### src/rtl/oled_spi_driver.sv
// rtl/oled_spi_driver.sv - SSD1331 OLED power-up, init and continuous RGB565 pixel streaming over 4-wire SPI
module oled_spi_driver #(
  parameter int WIDTH      = 96,
  parameter int HEIGHT     = 64,
  parameter int PWR_DELAY  = 125000,
  parameter int RST_CYCLES = 20,
  parameter int VCC_DELAY  = 156250
) (
  input  logic        clk_6p25,
  input  logic        reset_n,
  input  logic [15:0] pixel_data,
  output logic [12:0] pixel_index,
  output logic        frame_begin,
  output logic        sending_pixels,
  output logic        cs_n,
  output logic        sclk,
  output logic        sdin,
  output logic        d_cn,
  output logic        resn,
  output logic        vccen,
  output logic        pmoden
);

  localparam logic [12:0] LAST_PIX = 13'(WIDTH * HEIGHT - 1);

  typedef enum logic [2:0] {
    PWR_WAIT, RST_LOW, RST_WAIT, INIT_CMD, VCC_WAIT, DISP_ON, PREFETCH, STREAM
  } state_t;

  state_t      state_q, state_d;
  logic [17:0] cnt_q, cnt_d;
  logic [3:0]  byte_q, byte_d;
  logic [15:0] word_q, word_d;
  logic [12:0] pixel_index_q, pixel_index_d, next_index;
  logic        frame_begin_q, frame_begin_d;
  logic        sending_pixels_q, sending_pixels_d;
  logic        cs_n_q, cs_n_d;
  logic        sclk_q, sclk_d;
  logic        sdin_q, sdin_d;
  logic        d_cn_q, d_cn_d;
  logic        resn_q, resn_d;
  logic        vccen_q, vccen_d;
  logic        pmoden_q, pmoden_d;
  logic [7:0]  cmd_byte;

  function automatic logic [7:0] init_byte(input logic [3:0] i);
    case (i)
      4'd0:    init_byte = 8'hAE;
      4'd1:    init_byte = 8'hA0;
      4'd2:    init_byte = 8'h72;
      4'd3:    init_byte = 8'h15;
      4'd4:    init_byte = 8'h00;
      4'd5:    init_byte = 8'h5F;
      4'd6:    init_byte = 8'h75;
      4'd7:    init_byte = 8'h00;
      default: init_byte = 8'h3F;
    endcase
  endfunction

  assign next_index = (pixel_index_q == LAST_PIX) ? 13'd0 : pixel_index_q + 13'd1;

  always_comb begin
    state_d       = state_q;
    cnt_d         = cnt_q + 18'd1;
    byte_d        = byte_q;
    word_d        = word_q;
    pixel_index_d = pixel_index_q;
    frame_begin_d = 1'b0;
    case (state_q)
      PWR_WAIT: if (cnt_q == 18'(PWR_DELAY - 1)) begin
        state_d = RST_LOW;
        cnt_d   = '0;
      end
      RST_LOW: if (cnt_q == 18'(RST_CYCLES - 1)) begin
        state_d = RST_WAIT;
        cnt_d   = '0;
      end
      RST_WAIT: if (cnt_q == 18'(RST_CYCLES - 1)) begin
        state_d = INIT_CMD;
        cnt_d   = '0;
        byte_d  = 4'd0;
      end
      INIT_CMD: if (cnt_q[3:0] == 4'd15) begin
        cnt_d = '0;
        if (byte_q == 4'd8) state_d = VCC_WAIT;
        else                byte_d  = byte_q + 4'd1;
      end
      VCC_WAIT: if (cnt_q == 18'(VCC_DELAY - 1)) begin
        state_d = DISP_ON;
        cnt_d   = '0;
      end
      DISP_ON: if (cnt_q[3:0] == 4'd15) begin
        state_d       = PREFETCH;
        cnt_d         = '0;
        pixel_index_d = 13'd0;
        frame_begin_d = 1'b1;
      end
      PREFETCH: if (cnt_q == 18'd3) begin
        state_d       = STREAM;
        cnt_d         = '0;
        word_d        = pixel_data;
        pixel_index_d = next_index;
        frame_begin_d = (next_index == 13'd0);
      end
      default: if (cnt_q[4:0] == 5'd31) begin
        // Slot boundary: latch the settled colour and move renderers to the next pixel.
        cnt_d         = '0;
        word_d        = pixel_data;
        pixel_index_d = next_index;
        frame_begin_d = (next_index == 13'd0);
      end
    endcase

    // Pin values are derived from the next state so every output comes straight from a flop.
    cmd_byte         = (state_d == DISP_ON) ? 8'hAF : init_byte(byte_d);
    sclk_d           = 1'b1;
    sdin_d           = 1'b0;
    cs_n_d           = 1'b1;
    d_cn_d           = 1'b0;
    sending_pixels_d = 1'b0;
    resn_d           = (state_d != RST_LOW);
    vccen_d          = state_d inside {VCC_WAIT, DISP_ON, PREFETCH, STREAM};
    pmoden_d         = 1'b1;
    case (state_d)
      INIT_CMD, DISP_ON: begin
        cs_n_d = 1'b0;
        sclk_d = cnt_d[0];
        sdin_d = cmd_byte[3'd7 - cnt_d[3:1]];
      end
      STREAM: begin
        cs_n_d           = 1'b0;
        d_cn_d           = 1'b1;
        sending_pixels_d = 1'b1;
        sclk_d           = cnt_d[0];
        sdin_d           = word_d[4'd15 - cnt_d[4:1]];
      end
      default: ;
    endcase
  end

  always_ff @(posedge clk_6p25 or negedge reset_n) begin
    if (!reset_n) begin
      state_q          <= PWR_WAIT;
      cnt_q            <= '0;
      byte_q           <= '0;
      word_q           <= '0;
      pixel_index_q    <= '0;
      frame_begin_q    <= 1'b0;
      sending_pixels_q <= 1'b0;
      cs_n_q           <= 1'b1;
      sclk_q           <= 1'b1;
      sdin_q           <= 1'b0;
      d_cn_q           <= 1'b0;
      resn_q           <= 1'b1;
      vccen_q          <= 1'b0;
      pmoden_q         <= 1'b0;
    end else begin
      state_q          <= state_d;
      cnt_q            <= cnt_d;
      byte_q           <= byte_d;
      word_q           <= word_d;
      pixel_index_q    <= pixel_index_d;
      frame_begin_q    <= frame_begin_d;
      sending_pixels_q <= sending_pixels_d;
      cs_n_q           <= cs_n_d;
      sclk_q           <= sclk_d;
      sdin_q           <= sdin_d;
      d_cn_q           <= d_cn_d;
      resn_q           <= resn_d;
      vccen_q          <= vccen_d;
      pmoden_q         <= pmoden_d;
    end
  end

  assign pixel_index    = pixel_index_q;
  assign frame_begin    = frame_begin_q;
  assign sending_pixels = sending_pixels_q;
  assign cs_n           = cs_n_q;
  assign sclk           = sclk_q;
  assign sdin           = sdin_q;
  assign d_cn           = d_cn_q;
  assign resn           = resn_q;
  assign vccen          = vccen_q;
  assign pmoden         = pmoden_q;

endmodule
### config.mk
export PLATFORM = sky130hd
export DESIGN_NAME = oled_spi_driver
export DESIGN_NICKNAME = d
export VERILOG_FILES = /design/src/rtl/oled_spi_driver.sv
export SDC_FILE = /design/constraint.sdc
export NUM_CORES = 1
export LEC_CHECK = 0
export CORE_ASPECT_RATIO = 1.75
export CORE_MARGIN = 3
export CORE_UTILIZATION = 35
export DETAILED_ROUTE_END_ITERATION = 8
export GPL_TIMING_DRIVEN = 0
export SETUP_SLACK_MARGIN = 0.4
export SYNTH_ARGS = -nofsm -noshare
export SYNTH_HDL_FRONTEND = slang
export SYNTH_SLANG_ARGS = --single-unit
### constraint.sdc
create_clock -name clk_6p25 -period 3.3 [get_ports clk_6p25]
set_input_delay 0.99 -clock clk_6p25 [delete_from_list [all_inputs] [get_ports clk_6p25]]
set_output_delay 0.99 -clock clk_6p25 [all_outputs]
set_load 0.02 [all_outputs]
== Yosys cells after proc, flatten, opt, wreduce, memory -nomap -nowiden ==
Memories as Yosys holds them, arrays and structs flattened.
Cells that the tools add are included.

* Bitwise logic cells: 1
* Reduce and logical (&&, ||, !) cells: 11
* Equality and inequality tests: 22
* Mux-type cells: 42
* $lt $le $gt $ge: 2
* Add/sub/neg operators: 5

{| class="wikitable"
|+ Operator list
! kind !! number
|-
| $mux W18 || 6
|-
| $pmux W18 S5 || 1
|-
| $mux W13 || 4
|-
| $pmux W13 S3 || 1
|-
| $mux W16 || 2
|-
| $pmux W16 S2 || 1
|-
| $mux W3 || 8
|-
| $eq A3 B3 Y1 const B || 7
|-
| $pmux W3 S7 || 1
|-
| $add A18 B1 Y18 const B || 1
|-
| $eq A18 B17 Y1 const B || 1
|-
| $eq A18 B18 Y1 const B || 1
|-
| $eq A18 B2 Y1 const B || 1
|-
| $eq A18 B5 Y1 const B || 1
|-
| $mux W8 || 2
|-
| $add A13 B1 Y13 const B || 1
|-
| $eq A13 B13 Y1 const B || 1
|-
| $logic_not A13 Y1 || 1
|-
| $mux W4 || 3
|-
| $eq A3 B2 Y1 const B || 3
|-
| $eq A4 B4 Y1 const B || 2
|-
| $mux W1 || 8
|-
| $pmux W4 S2 || 1
|-
| $reduce_or A2 Y1 || 3
|-
| 21 further kinds || 22
|}

* Input port bits: 18
* Register bits after elaboration: 62
* Logic and storage cells: 97
* ROM bits: 64
* Memories kept: 1

{| class="wikitable"
|+ Memory list
! memory !! words !! width !! rd ports !! clocked after memory_dff !! write ports !! RTL line !! RTL
|-
| (name not given) || 8 || 8 || 1 || 0 || 0 || 47 || <nowiki>case (i)</nowiki>
|}

== Logic depth before layout (Yosys ltp) ==
An unclocked memory read counts as a cell.

* Word-level depth: 10
* Gate-level depth with buffers: 13
* Gate-level depth less buffers: 13

== Worst setup path after synthesis ==
OpenSTA, ideal clock, no wires.

* Path type: register to register
* From: register cnt_q[0]
* To: register sdin_q (netlist: sdin)
* Cell stages (with the launch flop): 13
* Required time: 3.176 ns
* Clock period less this slack: 2.958 ns
* Setup slack: 0.342 ns
* Arrival: 2.834 ns
* Library setup time: 0.124 ns
* Buffers on the path: 0
* Cells stage by stage: dfrtp_1 > ha_1 > nor4b_4 > and4b_1 > nand3_1 > a311o_1 > inv_1 > ha_1 > nand2_1 > nor4b_1 > nor4b_1 > and4bb_1 > a211o_1

* Cells in the longest elaborated chain, start to end: 9

{| class="wikitable"
|+ RTL lines
! what !! RTL line !! RTL
|-
| start, declared || 31 || <nowiki>logic [17:0] cnt_q, cnt_d;</nowiki>
|-
| start signal, assigned || 159 || <nowiki>cnt_q <= cnt_d;</nowiki>
|-
| $eq A18 B5 Y1 / $eq A4 B4 Y1 (equally long branches) || 78, 83 ||
|-
| $mux W4, on equally long branches || 78, 83 ||
|-
| $pmux W4 S2 (*) || 69 || <nowiki>case (state_q)</nowiki>
|-
| via byte_d[1] || 32 || <nowiki>logic [3:0] byte_q, byte_d;</nowiki>
|-
| $mem_v2 Z8 W8 (*) || -- ||
|-
| $mux W8 (*) || 47 ||
|-
| $mux W8 (*) || 115 || <nowiki>cmd_byte = (state_d == DISP_ON) ? 8'hAF : init_byte(byte_d);</nowiki>
|-
| $bmux W1 S3 (*) || 128 || <nowiki>sdin_d = cmd_byte[3'd7 - cnt_d[3:1]];</nowiki>
|-
| $mux W1 (not written as such) (*) || 128 ||
|-
| $pmux W1 S2 (*) || 124 || <nowiki>case (state_d)</nowiki>
|-
| via sdin_d || 39 || <nowiki>logic sdin_q, sdin_d;</nowiki>
|-
| end signal, assigned || 167 || <nowiki>sdin_q <= sdin_d;</nowiki>
|-
| end, declared || 39 ||
|}

Mark *: on every way through the listed nets, which the timed path passes. The rest lies on a longest branch. The select of a mux whose other input is x is not followed.
A chain may end at the register's enable or synchronous reset.

== Worst setup path after layout ==
* From: register cnt_q[0]
* To: register sdin_q (netlist: sdin)

{| class="wikitable"
|+ RTL lines
! what !! RTL line !! RTL
|-
| $add A18 B1 Y18, or another cell as far along || 64 || <nowiki>cnt_d = cnt_q + 18'd1;</nowiki>
|-
| $mux W18, or another cell as far along || 105 || <nowiki>default: if (cnt_q[4:0] == 5'd31) begin</nowiki>
|-
| $pmux W18 S5 (*) || 69 ||
|-
| via cnt_d[2] || 31 ||
|-
| $sub A4 B4 Y4 / $sub A3 B3 Y3 (equally long branches) || 135, 128 ||
|-
| $bmux W1 S4 / $bmux W1 S3 (equally long branches) || 135, 128 ||
|-
| $mux W1, on equally long branches || 135, 128 ||
|-
| $pmux W1 S2 (*) || 124 ||
|-
| via sdin_d || 39 ||
|}

Marks and branches as above.

==> results.json <==
{
  "status": "finished, final reports clean",
  "grt_max_degree": 32,
  "final_cells": 659,
  "path_clk_slew_ps": 50,
  "worstPathCellList": "ha_4 > nor4b_4 > and4b_2 > a311o_1 > and4_1 > buf_6 > a21oi_4 > buf_8 > mux2i_1 > o2bb2ai_1 > o311a_1 > a211o_1",
  "drtAntennaViolNets": 0,
  "syn2layout_area_growth_pct": 31.4,
  "crit_family": "compound AO/OA/AOI/OAI gates",
  "power_frac_clock_pct": 58.2,
  "drive_above_1_share_pct": 20.0,
  "grt_pass1_vias": 3570,
  "cp.arrival_ps": 3230,
  "clkLatencyLatePin_ps": 330,
  "powerDensity_nw_per_um2": 369,
  "rsz0062_at_grt": "true",
  "combPwrFrac_pct": 2.1,
  "grtUsageTotal_pct": 17.1,
  "ys.flop_type": "dfrtp_1",
  "crit_buf_inv": 2,
  "rrSetupSlack_ps": 280,
  "cpPeakStageDelay_ps": 420,
  "numCtsBuffers": 9,
  "intPower_uw": 1510,
  "drc": 0,
  "synth_edf_count": 0,
  "setup_violations": 0,
  "h-tree-depth": 3,
  "cts-root-buf": "clkbuf_16",
  "skew_ps": 9.00,
  "fill_cells": 1042,
  "hpwl_mm": 7.40,
  "r2r-start": "cnt_q[0]",
  "synthTopCellsByCount": "nand2_1, dfrtp_1, nor2_1, o21ai_0, nand3_1",
  "ys_warn_count": 0,
  "synth.most_common_cell": "nand2_1",
  "dp_cells": 622,
  "synthTopCellsByArea": "dfrtp_1, nand2_1, nor2_1",
  "synth_area_per_cell_um2": 8.60,
  "synth_seq_cells": 61,
  "worst-path-max-fanout": 8,
  "min_period_ps": 3020,
  "synth.distinct_cells": 72,
  "setup_ws_ps": 277,
  "swShare_pct": 19.8,
  "required_ps": 3510,
  "cts_tree": "done",
  "switchingPower_uw": 373,
  "syn_nets": 481,
  "vdd_drop_max_v": 0.000534,
  "async_reset_ff_share_pct": 100,
  "via_per_inst": 5.31,
  "cpMaxStageDelayCell": "dfrtp_2",
  "io_pins": 40,
  "cap_violations": 0,
  "wl_per_cell_um": 15.7,
  "hold_class": "reg2reg",
  "drt-initial-drc-count": 187,
  "yosysSeqAreaShare_pct": 39.4,
  "io_buffers": 39,
  "end_kind": "flop",
  "placed_area_um2": 4460,
  "fin_hold_ws_ps": 476,
  "relSlewSlack_pct": 52.8,
  "fin_setup_tns_ps": 0,
  "tightest_slew_ps": 708,
  "vias": 3498,
  "fin_area_um2": 5110,
  "die_h_um": 145,
  "synth_top_area_share_pct": 37.3,
  "maxUsedRoutingLayer": "met4",
  "nets": 553,
  "clock_sinks": 61,
  "num_antenna_cells": 0,
  "min_period_over_period_pct": 91.6,
  "start_util_pct": 36.1,
  "hold_viol": 0,
  "wl_met3_um": 369,
  "rows": 50,
  "multiInputGateArea_um2": 2240,
  "wl_met1_mm": 4.03,
  "first_pass_iters": 4,
  "grt_overflow": 0,
  "synth_top_area_cell": "dfrtp_1",
  "core_um2": 10800,
  "syn_inst": 452,
  "dpl_worst_slack_ps": -157,
  "regArea_um2": 1540,
  "power_frac_seq_pct": 39.8,
  "crit_start": "cnt_q[0]",
  "cp-start-kind": "flop",
  "path_class": "reg2reg",
  "grt_pass1_wl_mm": 17.3,
  "gp_congestion": 0.871,
  "drv_slew": 0,
  "holdCritStartpoint": "word_q[6]",
  "p_leak_uw": 0.00211,
  "antenna_found_initial": 0,
  "fmax_ghz": 0.331,
  "max-clock-path-buffers": 2,
  "dr_wl_met2_mm": 5.62,
  "wl_mm": 10.3,
  "die_area_um2": 12500,
  "die-width_um": 85.7,
  "synthesis.area_um2": 3890
}
==> final timing paths <==
kind                       cells after the start             end
max                                           12            sdin
min                                            2       word_q[6]
max in group asynchronous                      2            sclk
min reg2reg                                    2       word_q[6]
min in group asynchronous                      1  pixel_index[3]
max reg2reg                                   12            sdin
==> state kept, by name, indices dropped and copies added (netlist names) <==
register     count
state_q          3
pmoden           1
word_q          16
sclk             1
pixel_index     13
cs_n             1
sdin             1
d_cn             1
cnt_q           18
frame_begin      1
byte_q           4
resn             1
==> worst min-delay path, stage by stage (launching register included) <==
cell	delay [ps]
dfrtp_1	320
nand2_1	50
nand2_1	70
==> power groups by stage <==
stage | combinational [µW] | sequential, µW | clock, µW
6_report | 38.7 | 749 | 1100
5_1_grt | 43.4 | 749 | 1150
4_1_cts | 40.9 | 749 | 1130
3_5_place_dp | 40.6 | 763 | 0
3_3_place_gp | 37.7 | 763 | 0
2_1_floorplan | 0.314 | 764 | 0
==> metal layers <==
metal | track usage, % | vias up
li1 | - | 1736
met1 | 19.2 | 1660
met2 | 31.1 | 81
met3 | 2.89 | 21
met4 | 7.05 | 0
met5 | 0 | -
==> metrics by stage <==
step / utilization, % / total power [µW]
final: 47.5 / 1880
after global routing: 47.5 / 1950
after CTS: 46.6 / 1920
after detailed placement: 41.4 / 803
after global placement: 41.3 / 800
after floorplan: - / 764
==> logic make-up after synthesis <==
group | share of synthesized area (%)
mux | 3.93
fa+ha+maj | 4.05
xor+xnor | 3.83
buf+inv | 6.08
other cells | 0.0964
flops | 39.4
simple gates | 27.3
compound gates | 15.4
==> cells in the final DEF (no fill, tap or decap), types with 5 or more instances in the layout <==
| cell | synthesis | routed |
|---|---|---|
| nand2_1 | 83 | 82 |
| dfrtp_1 | 58 | 54 |
| nor2_1 | 45 | 44 |
| clkdlybuf4s50_1 | 0 | 38 |
| o21ai_0 | 31 | 30 |
| buf_4 | 3 | 23 |
| nand3_1 | 25 | 23 |
| inv_1 | 15 | 13 |
| a21oi_1 | 12 | 12 |
| nand4_1 | 10 | 10 |
| clkbuf_1 | 15 | 10 |
| xnor2_1 | 10 | 10 |
| ha_1 | 11 | 9 |
| clkbuf_16 | 0 | 9 |
| o31ai_1 | 8 | 8 |
| mux2i_1 | 10 | 8 |
| and3_1 | 7 | 7 |
| xor2_1 | 7 | 7 |
| o21ai_1 | 6 | 6 |
| nor3_1 | 5 | 5 |
| inv_2 | 3 | 5 |
==> repair_timing <==
action                                 CTS  global route
buffers inserted                        17             4
setup endpoints to repair               12             8
gates resized for setup                 24            19
pin swaps                                9            12
endpoints found under the hold margin    0             0
hold buffers                             0             0
==> layout make-up <==
class,count,share of cell area (%)
Clock buffer,9,4.41
Buffer,25,3.48
Tap cell,130,3.18
Timing Repair Buffer,61,11.1
Clock inverter,7,2.40
Multi-Input combinational cell,347,43.9
Sequential cell,61,30.0
Inverter,19,1.49
Power figures use the tool's default switching activity.
